$ cat src/rtl/ifetch_pkg.sv
// Shared definitions for the instruction fetch unit: FSM encodings and the
// default address/instruction width.
package ifetch_pkg;

  localparam int XLEN_DEFAULT = 32;

  typedef enum logic [1:0] {
    IDLE = 2'd0,
    WAIT = 2'd1,
    DROP = 2'd2
  } fetch_state_t;

endpackage

$ cat src/rtl/ifetch_if.sv
// Fetch unit bus: PC block control, instruction memory read port and the
// decode-facing instruction queue head.
interface ifetch_if
  import ifetch_pkg::*;
#(
  parameter int XLEN = XLEN_DEFAULT
);

  logic            i_pc_dummy_unused_guard;
  logic [XLEN-1:0] i_pc;
  logic            o_pc_en;
  logic            i_redirect;
  logic            o_mem_req;
  logic [XLEN-1:0] o_mem_addr;
  logic            i_mem_ack;
  logic [XLEN-1:0] i_mem_rdata;
  logic            o_inst_valid;
  logic [XLEN-1:0] o_inst;
  logic [XLEN-1:0] o_inst_pc;
  logic            i_inst_ready;

  assign i_pc_dummy_unused_guard = 1'b0;

  // The fetch unit is the bus master toward memory and the PC block.
  modport master (
    input  i_pc, i_redirect, i_mem_ack, i_mem_rdata, i_inst_ready,
    output o_pc_en, o_mem_req, o_mem_addr, o_inst_valid, o_inst, o_inst_pc
  );

  modport slave (
    output i_pc, i_redirect, i_mem_ack, i_mem_rdata, i_inst_ready,
    input  o_pc_en, o_mem_req, o_mem_addr, o_inst_valid, o_inst, o_inst_pc
  );

endinterface

$ cat src/rtl/ifetch_fifo.sv
// Instruction queue: DEPTH-entry FIFO of {pc, instruction} pairs with a
// synchronous flush that overrides any push or pop in the same cycle.
module ifetch_fifo #(
  parameter  int DEPTH = 2,
  parameter  int WIDTH = 64,
  localparam int CW    = $clog2(DEPTH + 1)
) (
  input  logic             clk,
  input  logic             rst_n,
  input  logic             push,
  input  logic             pop,
  input  logic             flush,
  input  logic [WIDTH-1:0] din,
  output logic             full,
  output logic             empty,
  output logic [WIDTH-1:0] dout,
  output logic [CW-1:0]    count
);

  localparam int PW = $clog2(DEPTH);

  logic [WIDTH-1:0] mem [DEPTH];
  logic [PW-1:0]    wr_ptr;
  logic [PW-1:0]    rd_ptr;
  logic             do_push;
  logic             do_pop;

  function automatic logic [PW-1:0] inc_ptr(input logic [PW-1:0] p);
    return (p == PW'(DEPTH - 1)) ? '0 : p + PW'(1);
  endfunction

  assign full    = (count == CW'(DEPTH));
  assign empty   = (count == '0);
  assign do_pop  = pop && !empty;
  assign do_push = push && (!full || do_pop);
  assign dout    = mem[rd_ptr];

  // Storage is cleared on reset so the head reads as zero while held in reset.
  always_ff @(posedge clk or negedge rst_n) begin
    if (!rst_n) begin
      wr_ptr <= '0;
      rd_ptr <= '0;
      count  <= '0;
      for (int i = 0; i < DEPTH; i++) mem[i] <= '0;
    end else if (flush) begin
      wr_ptr <= '0;
      rd_ptr <= '0;
      count  <= '0;
    end else begin
      if (do_push) begin
        mem[wr_ptr] <= din;
        wr_ptr      <= inc_ptr(wr_ptr);
      end
      if (do_pop) rd_ptr <= inc_ptr(rd_ptr);
      case ({do_push, do_pop})
        2'b10:   count <= count + CW'(1);
        2'b01:   count <= count - CW'(1);
        default: count <= count;
      endcase
    end
  end

endmodule

$ cat src/rtl/ifetch.sv
// Instruction fetch unit: keeps one memory read in flight, queues returned
// instructions for decode and discards fetches overtaken by a redirect.
module ifetch
  import ifetch_pkg::*;
#(
  parameter int DEPTH = 2,
  parameter int XLEN  = XLEN_DEFAULT
) (
  input logic      i_CLK,
  input logic      i_RST_N,
  ifetch_if.master bus
);

  localparam int CW = $clog2(DEPTH + 1);

  fetch_state_t      state;
  fetch_state_t      state_nxt;
  logic [XLEN-1:0]   addr_q;
  logic              issue;
  logic              push;
  logic              pop;
  logic              full;
  logic              empty;
  logic              room;
  logic [CW-1:0]     count;
  logic [2*XLEN-1:0] head;

  assign pop  = !empty && bus.i_inst_ready;
  // Equivalent to (count + pop) < DEPTH without widening the counter.
  assign room = !full && !(pop && (count == CW'(DEPTH - 1)));

  always_comb begin
    state_nxt = state;
    issue     = 1'b0;
    push      = 1'b0;
    case (state)
      IDLE: begin
        if (i_RST_N && !bus.i_redirect && room) begin
          issue     = 1'b1;
          state_nxt = WAIT;
        end
      end
      WAIT: begin
        if (bus.i_redirect) begin
          state_nxt = bus.i_mem_ack ? IDLE : DROP;
        end else if (bus.i_mem_ack) begin
          push      = 1'b1;
          state_nxt = IDLE;
        end
      end
      // A redirect here only keeps us waiting; the stale ack still retires it.
      DROP: begin
        if (bus.i_mem_ack) state_nxt = IDLE;
      end
      default: state_nxt = IDLE;
    endcase
  end

  always_ff @(posedge i_CLK or negedge i_RST_N) begin
    if (!i_RST_N) begin
      state  <= IDLE;
      addr_q <= '0;
    end else begin
      state <= state_nxt;
      if (issue) addr_q <= bus.i_pc;
    end
  end

  assign bus.o_mem_req    = issue;
  assign bus.o_pc_en      = issue;
  assign bus.o_mem_addr   = issue ? bus.i_pc : addr_q;
  assign bus.o_inst_valid = !empty;
  assign bus.o_inst_pc    = head[2*XLEN-1:XLEN];
  assign bus.o_inst       = head[XLEN-1:0];

  ifetch_fifo #(
    .DEPTH(DEPTH),
    .WIDTH(2 * XLEN)
  ) u_fifo (
    .clk  (i_CLK),
    .rst_n(i_RST_N),
    .push (push),
    .pop  (pop),
    .flush(bus.i_redirect),
    .din  ({addr_q, bus.i_mem_rdata}),
    .full (full),
    .empty(empty),
    .dout (head),
    .count(count)
  );

endmodule

$ cat src/flat_wrapper.sv
// flat-port wrapper written by rule: the top's interface ports become plain ports
module ifetch_flat import ifetch_pkg::*;
#(
  parameter int DEPTH = 2,
  parameter int XLEN  = XLEN_DEFAULT
)
  (i_CLK, i_RST_N, bus_i_pc, bus_i_redirect, bus_i_mem_ack, bus_i_mem_rdata, bus_i_inst_ready, bus_o_pc_en, bus_o_mem_req, bus_o_mem_addr, bus_o_inst_valid, bus_o_inst, bus_o_inst_pc);
  ifetch_if #(.XLEN(XLEN)) bus_i ();
  input logic i_CLK;
  input logic i_RST_N;
  input wire logic [$bits(bus_i.i_pc)-1:0] bus_i_pc;
  input wire logic [$bits(bus_i.i_redirect)-1:0] bus_i_redirect;
  input wire logic [$bits(bus_i.i_mem_ack)-1:0] bus_i_mem_ack;
  input wire logic [$bits(bus_i.i_mem_rdata)-1:0] bus_i_mem_rdata;
  input wire logic [$bits(bus_i.i_inst_ready)-1:0] bus_i_inst_ready;
  output wire logic [$bits(bus_i.o_pc_en)-1:0] bus_o_pc_en;
  output wire logic [$bits(bus_i.o_mem_req)-1:0] bus_o_mem_req;
  output wire logic [$bits(bus_i.o_mem_addr)-1:0] bus_o_mem_addr;
  output wire logic [$bits(bus_i.o_inst_valid)-1:0] bus_o_inst_valid;
  output wire logic [$bits(bus_i.o_inst)-1:0] bus_o_inst;
  output wire logic [$bits(bus_i.o_inst_pc)-1:0] bus_o_inst_pc;
  assign bus_i.i_pc = bus_i_pc;
  assign bus_i.i_redirect = bus_i_redirect;
  assign bus_i.i_mem_ack = bus_i_mem_ack;
  assign bus_i.i_mem_rdata = bus_i_mem_rdata;
  assign bus_i.i_inst_ready = bus_i_inst_ready;
  assign bus_o_pc_en = bus_i.o_pc_en;
  assign bus_o_mem_req = bus_i.o_mem_req;
  assign bus_o_mem_addr = bus_i.o_mem_addr;
  assign bus_o_inst_valid = bus_i.o_inst_valid;
  assign bus_o_inst = bus_i.o_inst;
  assign bus_o_inst_pc = bus_i.o_inst_pc;
  ifetch #(.DEPTH(DEPTH), .XLEN(XLEN)) u_core (.i_CLK(i_CLK), .i_RST_N(i_RST_N), .bus(bus_i));
endmodule
$ cat config.mk
export PLATFORM = sky130hd
export DESIGN_NAME = ifetch_flat
export DESIGN_NICKNAME = d
export VERILOG_FILES = /design/src/rtl/ifetch_pkg.sv /design/src/rtl/ifetch_if.sv /design/src/rtl/ifetch_fifo.sv /design/src/rtl/ifetch.sv /design/src/flat_wrapper.sv
export SDC_FILE = /design/constraint.sdc
export NUM_CORES = 1
export LEC_CHECK = 0
export ABC_CLOCK_PERIOD_IN_PS = 5600
export CORE_UTILIZATION = 45
export DETAILED_ROUTE_END_ITERATION = 8
export MAX_ROUTING_LAYER = met4
export PLACE_DENSITY = 0.75
export SLEW_MARGIN = 30
export SYNTH_ARGS = -nofsm -noshare
export SYNTH_HDL_FRONTEND = slang
export SYNTH_SLANG_ARGS = --single-unit
$ cat constraint.sdc
create_clock -name i_CLK -period 5.6 [get_ports i_CLK]
set_input_delay 1.12 -clock i_CLK [delete_from_list [all_inputs] [get_ports i_CLK]]
set_output_delay 1.12 -clock i_CLK [all_outputs]
set_load 0.05 [all_outputs]
======== Word level (Yosys, flattened, before mapping) ========
Cells that the tools add are included.
word-level totals
  output and inout port bits .............. 99
  word-level logic and storage cells ...... 68
  input port bits ......................... 69
  register bits ........................... 166
operators by class
  mux-type cells .......................... 25
  eq/ne operators ......................... 7
  order comparisons ....................... 3
  $add $sub $neg .......................... 4
  bitwise logic cells ..................... 3
  reduce and logical (&&, ||, !) cells .... 19
operators with widths
  cell                                                       count
  two-way mux 64 bit                                         4
  bitwise mux 128 bit                                        1
  demux 64 bit (select 1 bit)                                1
  two-way mux 32 bit                                         1
  two-way mux 1 bit                                          11
  two-way mux 2 bit                                          5
  logical AND 1 bit                                          8
  == test 2 x 1 -> 1 bit (second input constant)             3
  == test 2 bit (second input constant)                      3
  case mux 2 bit (3 select lines)                            1
  greater-or-equal comparator 2 bit (second input constant)  2
  zero test 1 bit                                            4
  zero test 2 bit                                            2
  inverter 1 -> 2 bit                                        2
  case mux 2 bit (2 select lines)                            1
  nonzero test 2 bit                                         2
  nonzero test 3 bit                                         1
  adder 1 bit (second input constant)                        2
  adder 2 x 1 -> 2 bit (second input constant)               1
  < comparator 2 x 1 -> 1 bit (second input constant)        1
  != test 2 x 1 -> 1 bit (second input constant)             1
  AND reduction 2 bit                                        1
  subtractor 2 x 1 -> 2 bit (second input constant)          1
  logical OR 1 bit                                           1
  inverter 1 bit                                             1

======== Logic depth before layout (Yosys ltp) ========
  word-level depth ........................ 10
  mapped depth ............................ 8
  depth with buffers taken out ............ 6

======== Modules after synthesis ========
A second synthesis with hierarchy kept.
unflattened totals
  cell total of the unflattened synthesis .. 447
  area total of the unflattened synthesis .. 7,260.7 um^2
by module, submodules not included
  module       instances  area each (um^2)  cells an instance  seq. area each (um^2)
  ifetch_fifo  1          5,914.4           365                3,303.2
  ifetch       1          1,346.3           82                 850.8

======== Worst setup path before layout ========
No wires, ideal clock.
  kind .................................... input port to output port
  start ................................... input port bus_i_redirect
  end ..................................... output port bus_o_pc_en
  path buffers ............................ 3
  path slack .............................. 2.017 ns
  data arrival time ....................... 2.463 ns
  required time ........................... 4.480 ns
  stages on the path ...................... 6
  cells stage by stage .................... clkbuf_2 -> nor2_1 -> nand4_1 -> buf_2 -> inv_1 -> buf_4
on the way
  cells in the longest elaborated chain, start to end .. 5
ends and longest elaborated chain
  what                             line                text
  start: declaration               flat_wrapper.sv:12  input wire logic [$bits(bus_i.i_redirect)-1:0] bus_i_redirect;
  zero test 1 bit                  ifetch.sv:38        if (i_RST_N && !bus.i_redirect && room) begin
  logical AND 1 bit (2 in series)  ifetch.sv:38
  two-way mux 1 bit                ifetch.sv:38
  two-way mux 1 bit                ifetch.sv:36        case (state)
  end: declaration                 flat_wrapper.sv:16  output wire logic [$bits(bus_i.o_pc_en)-1:0] bus_o_pc_en;
Every way passes these cells.

======== Worst setup path after layout ========
  start ................................... input port bus_i_inst_ready
  end ..................................... output port bus_o_mem_addr[7]
on the way
  cells in the longest elaborated chain, start to end .. 8
ends and longest elaborated chain
  what                line                text
  start: declaration  flat_wrapper.sv:15  input wire logic [$bits(bus_i.i_inst_ready)-1:0] bus_i_inst_ready;
  logical AND 1 bit   ifetch.sv:28        assign pop = !empty && bus.i_inst_ready;
  logical AND 1 bit   ifetch.sv:30        assign room = !full && !(pop && (count == CW'(DEPTH - 1)));
  zero test 1 bit     ifetch.sv:30
  logical AND 1 bit   ifetch.sv:30
  logical AND 1 bit   ifetch.sv:38
  two-way mux 1 bit   ifetch.sv:38
  two-way mux 1 bit   ifetch.sv:36
  two-way mux 32 bit  n/a
  end: declaration    flat_wrapper.sv:18  output wire logic [$bits(bus_i.o_mem_addr)-1:0] bus_o_mem_addr;
Every way passes these cells.

==> impl_metrics.csv <==
group,metric,value,unit
die,die-area,16400,sq um
synthesis,synth_commonest_cells,"226 x mux2_2, 166 x dfrtp_1, 10 x nor2_1",
pwr,power_frac_comb,0.513,
flow_run,cap_violations,0,
global_routing,grt_usage,0.195,
synthesis,ys_top_cells_by_area,"dfrtp_1 58%, mux2_2 36%, clkbuf_8 1.2%",
cts,cts_resized,0,
route,drtIter0Drc,126,
place,gp_congestion,0.747,
sta,fin_setup_tns,0,ns
pwr,p_int,3.40,mW
synthesis,synth_top_family_by_area,"multiplexers",
synthesis,synthMuxAreaShare,0.357,
synthesis,yosysWarnings,0,
worst_setup_path,critPathArrivalTime,3.67,ns
die,core,15300,sq um
route,firstDrtPassIters,4,
synthesis,async_flop_share,1.00,
route,wirelength,14400,um
sta,period_needed,4.79,ns
cts,postCtsSetupRepairBufs,0,
synthesis,netlist.area_leader.share,0.582,
route,viasPerCell,5.07,
place,port_buffers,167,
synthesis,synth-edff-count,0,
cts,cts_buffer_depth,2,
finish,drive_gt1_frac,0.423,
cts,cts_root_buffer,"clkbuf_16",
synthesis,post_synth_and_or_nand_nor_area_fraction,0.0139,
pwr,cellLeakagePower,4.18,nW
worst_setup_path,crit_slowest_cell,"clkdlybuf4s50_1",
global_routing,antenna_found_initial,0,
die,num_io_pins,168,
pwr,switchingPower,2.53,mW
pwr,powerDensity,626,nW/um^2
cts,clk_pin_slew,0.06,ns
sta,rsz0062_at_grt,"false",
finish,final_nets,693,
worst_setup_path,critPathBufInv,3,
finish,final_util,0.618,
synthesis,syn-cell-area,7130,sq um
global_routing,global_route.overflow_total,0,
global_routing,grt_max_degree,87,
synthesis,synthFlopType,"dfrtp_1",
pwr,finalPower,5.92,mW
finish,syn2layout_area_growth,32.7,%
pwr,seqPwrFrac,0.312,
pwr,irDropWorstVdd,0.359,mV
worst_setup_path,cp_max_fo,32,
worst_setup_path,critPathLaunchType,"primary input",
finish,antennaDiodeCount,0,
worst_setup_path,cp_top_family,"buffers and inverters",
min_path,hold_class,"primary input to asynchronous set/reset pin",
die,die_h,128,um
synthesis,postSynthCellCount,452,
synthesis,synth_compound_area_frac,0.00702,
cts,holdBufCountCts,0,
sta,post-route-period-util,0.856,
sta,fmaxAchievable,209,MHz
worst_setup_path,worstPathCellList,"clkdlybuf4s50_1 -> nor2b_1 -> nand2_1 -> nand4_1 -> buf_4 -> mux2_2 -> clkdlybuf4s50_1",
synthesis,synth-xor-area-share,0.00246,
run_status,outcome,"finished clean",
finish,final_cells,844,
synthesis,synth_cell_type_count,24,
worst_setup_path,crit_path_max_incr_delay,0.72,ns
sta,finalSetupViolCount,0,
synthesis,seq_area_frac_synth,0.582,
die,fp.dieW,128,um
global_routing,grt_pass1_vias,4652,
global_routing,grt_pass1_wl,23700,um
pwr,pwr-share-clk,0.175,
cts,cts_buffers,17,
worst_setup_path,crit_top_cell,"clkdlybuf4s50_1",
route,ant_nets,0,
worst_setup_path,crit_path_end_kind,"output pin",
route,post_drt_wl_per_cell,17.1,um
route,drc,0,
sta,slew_violations,0,
cts,clk_latency,0.42,ns
place,hpwl,9750,um
synthesis,ys_ff_latch,166,
synthesis,yosysMostFrequentCell,"mux2_2",
cts,clkSinkCount,166,
cts,cts_tree,"built",
pwr,swShare,0.427,
die,rows,45,
synthesis,synth.avg_cell_area,15.8,sq um
sta,finClkSkew,0.00716,ns
route,via_count,4278,
cts,htree_num_levels,4,
sta,tightest_slew,0.935,ns
worst_setup_path,critical_path_class,"primary input to output pin",
sta,finalHoldViolations,0,
worst_setup_path,required,4.48,ns
die,initial_utilization,0.466,
place,place_inst,813,
synthesis,syn-num-nets,524,
sta,maxSlewHeadroom,0.377,
synthesis,synth_fa_ha_area_frac,0.00526,
synthesis,yosysTopAreaCell,"dfrtp_1",
registers in the layout, summed over array words and instances (netlist names):
name and flops:
u_core.u_fifo.count 2, u_core.u_fifo.rd_ptr 1, u_core.u_fifo.mem 128, u_core.addr_q 32, u_core.state 2, u_core.u_fifo.wr_ptr 1
metrics by stage:
step           cell area [sq um]  hold slack, ns  setup WS [ns]
2_1_floorplan               7130           0.474           2.02
3_3_place_gp                8930           0.481          0.895
3_5_place_dp                8930           0.488          0.794
4_1_cts                     9460           0.456          0.789
5_1_grt                     9470           0.459          0.693
6_report                    9470           0.481          0.807
power by group through the flow:
stage                     sequential, mW  clock [mW]  combinational [mW]
after detailed placement            1.87           0                3.05
after CTS                           1.85        1.07                3.07
final                               1.85        1.04                3.04
after floorplan                     1.75           0                2.19
after global routing                1.91        1.12                3.17
after global placement              1.84           0                3.02
worst register-to-register path: stages (launching register included):
cell	delay, ns
dfrtp_1	0.40
inv_1	0.08
ha_1	0.21
nand2b_1	0.23
a21boi_4	0.22
and2b_2	0.54
buf_12	0.34
mux2_2	0.40
final cells by class:
type | instances | area, sq um
tap | 211 | 264
timing repair buffer | 175 | 1750
fill | 1172 | 5850
sequential | 166 | 4160
multi-input combinational | 257 | 2750
inverter | 4 | 15.0
clock buffer | 23 | 478
clock inverter | 8 | 51.3
per-layer routing:
metal	share of wire	track usage
met3	0.070	0.0643
met4	0.011	0.0595
met1	0.45	0.241
met5	0	-
met2	0.47	0.304
final timing paths:
kind	cells past startpoint	slack (ns)	endpoint	from
setup / recovery	7	0.81	bus_o_mem_addr[7]	bus_i_inst_ready
hold / removal	1	0.48	u_core.u_fifo.mem[81]	i_RST_N
setup reg to reg	7	3.06	u_core.u_fifo.mem[77]	u_core.u_fifo.count[1]
hold reg to reg	1	0.50	u_core.u_fifo.mem[33]	u_core.u_fifo.mem[33]
max in group asynchronous	3	3.43	u_core.u_fifo.rd_ptr	i_RST_N
min in group i_CLK	1	0.50	u_core.u_fifo.mem[33]	u_core.u_fifo.mem[33]
logic make-up (layout without fill, tap and decap cells):
| family | Yosys count | count (layout) |
|---|---|---|
| AOI/OAI and AO/OA | 6 | 6 |
| adders and majority gates | 3 | 3 |
| buffers and inverters | 29 | 210 |
| DFF | 166 | 166 |
| muxes | 226 | 226 |
| xor gates and xnor gates | 2 | 2 |
| and+or+nand+nor | 20 | 20 |
cells in the final DEF, fill, tap and decap left out, types with 4 or more instances in the layout:
cell type	count
nor2_1	10
mux2_2	226
dfrtp_1	165
clkdlybuf4s50_1	166
clkbuf_16	17
nand2_1	4
buf_4	5
inv_1	4
clkinv_2	4
No activity file was read; power rests on OpenSTA's default activity.
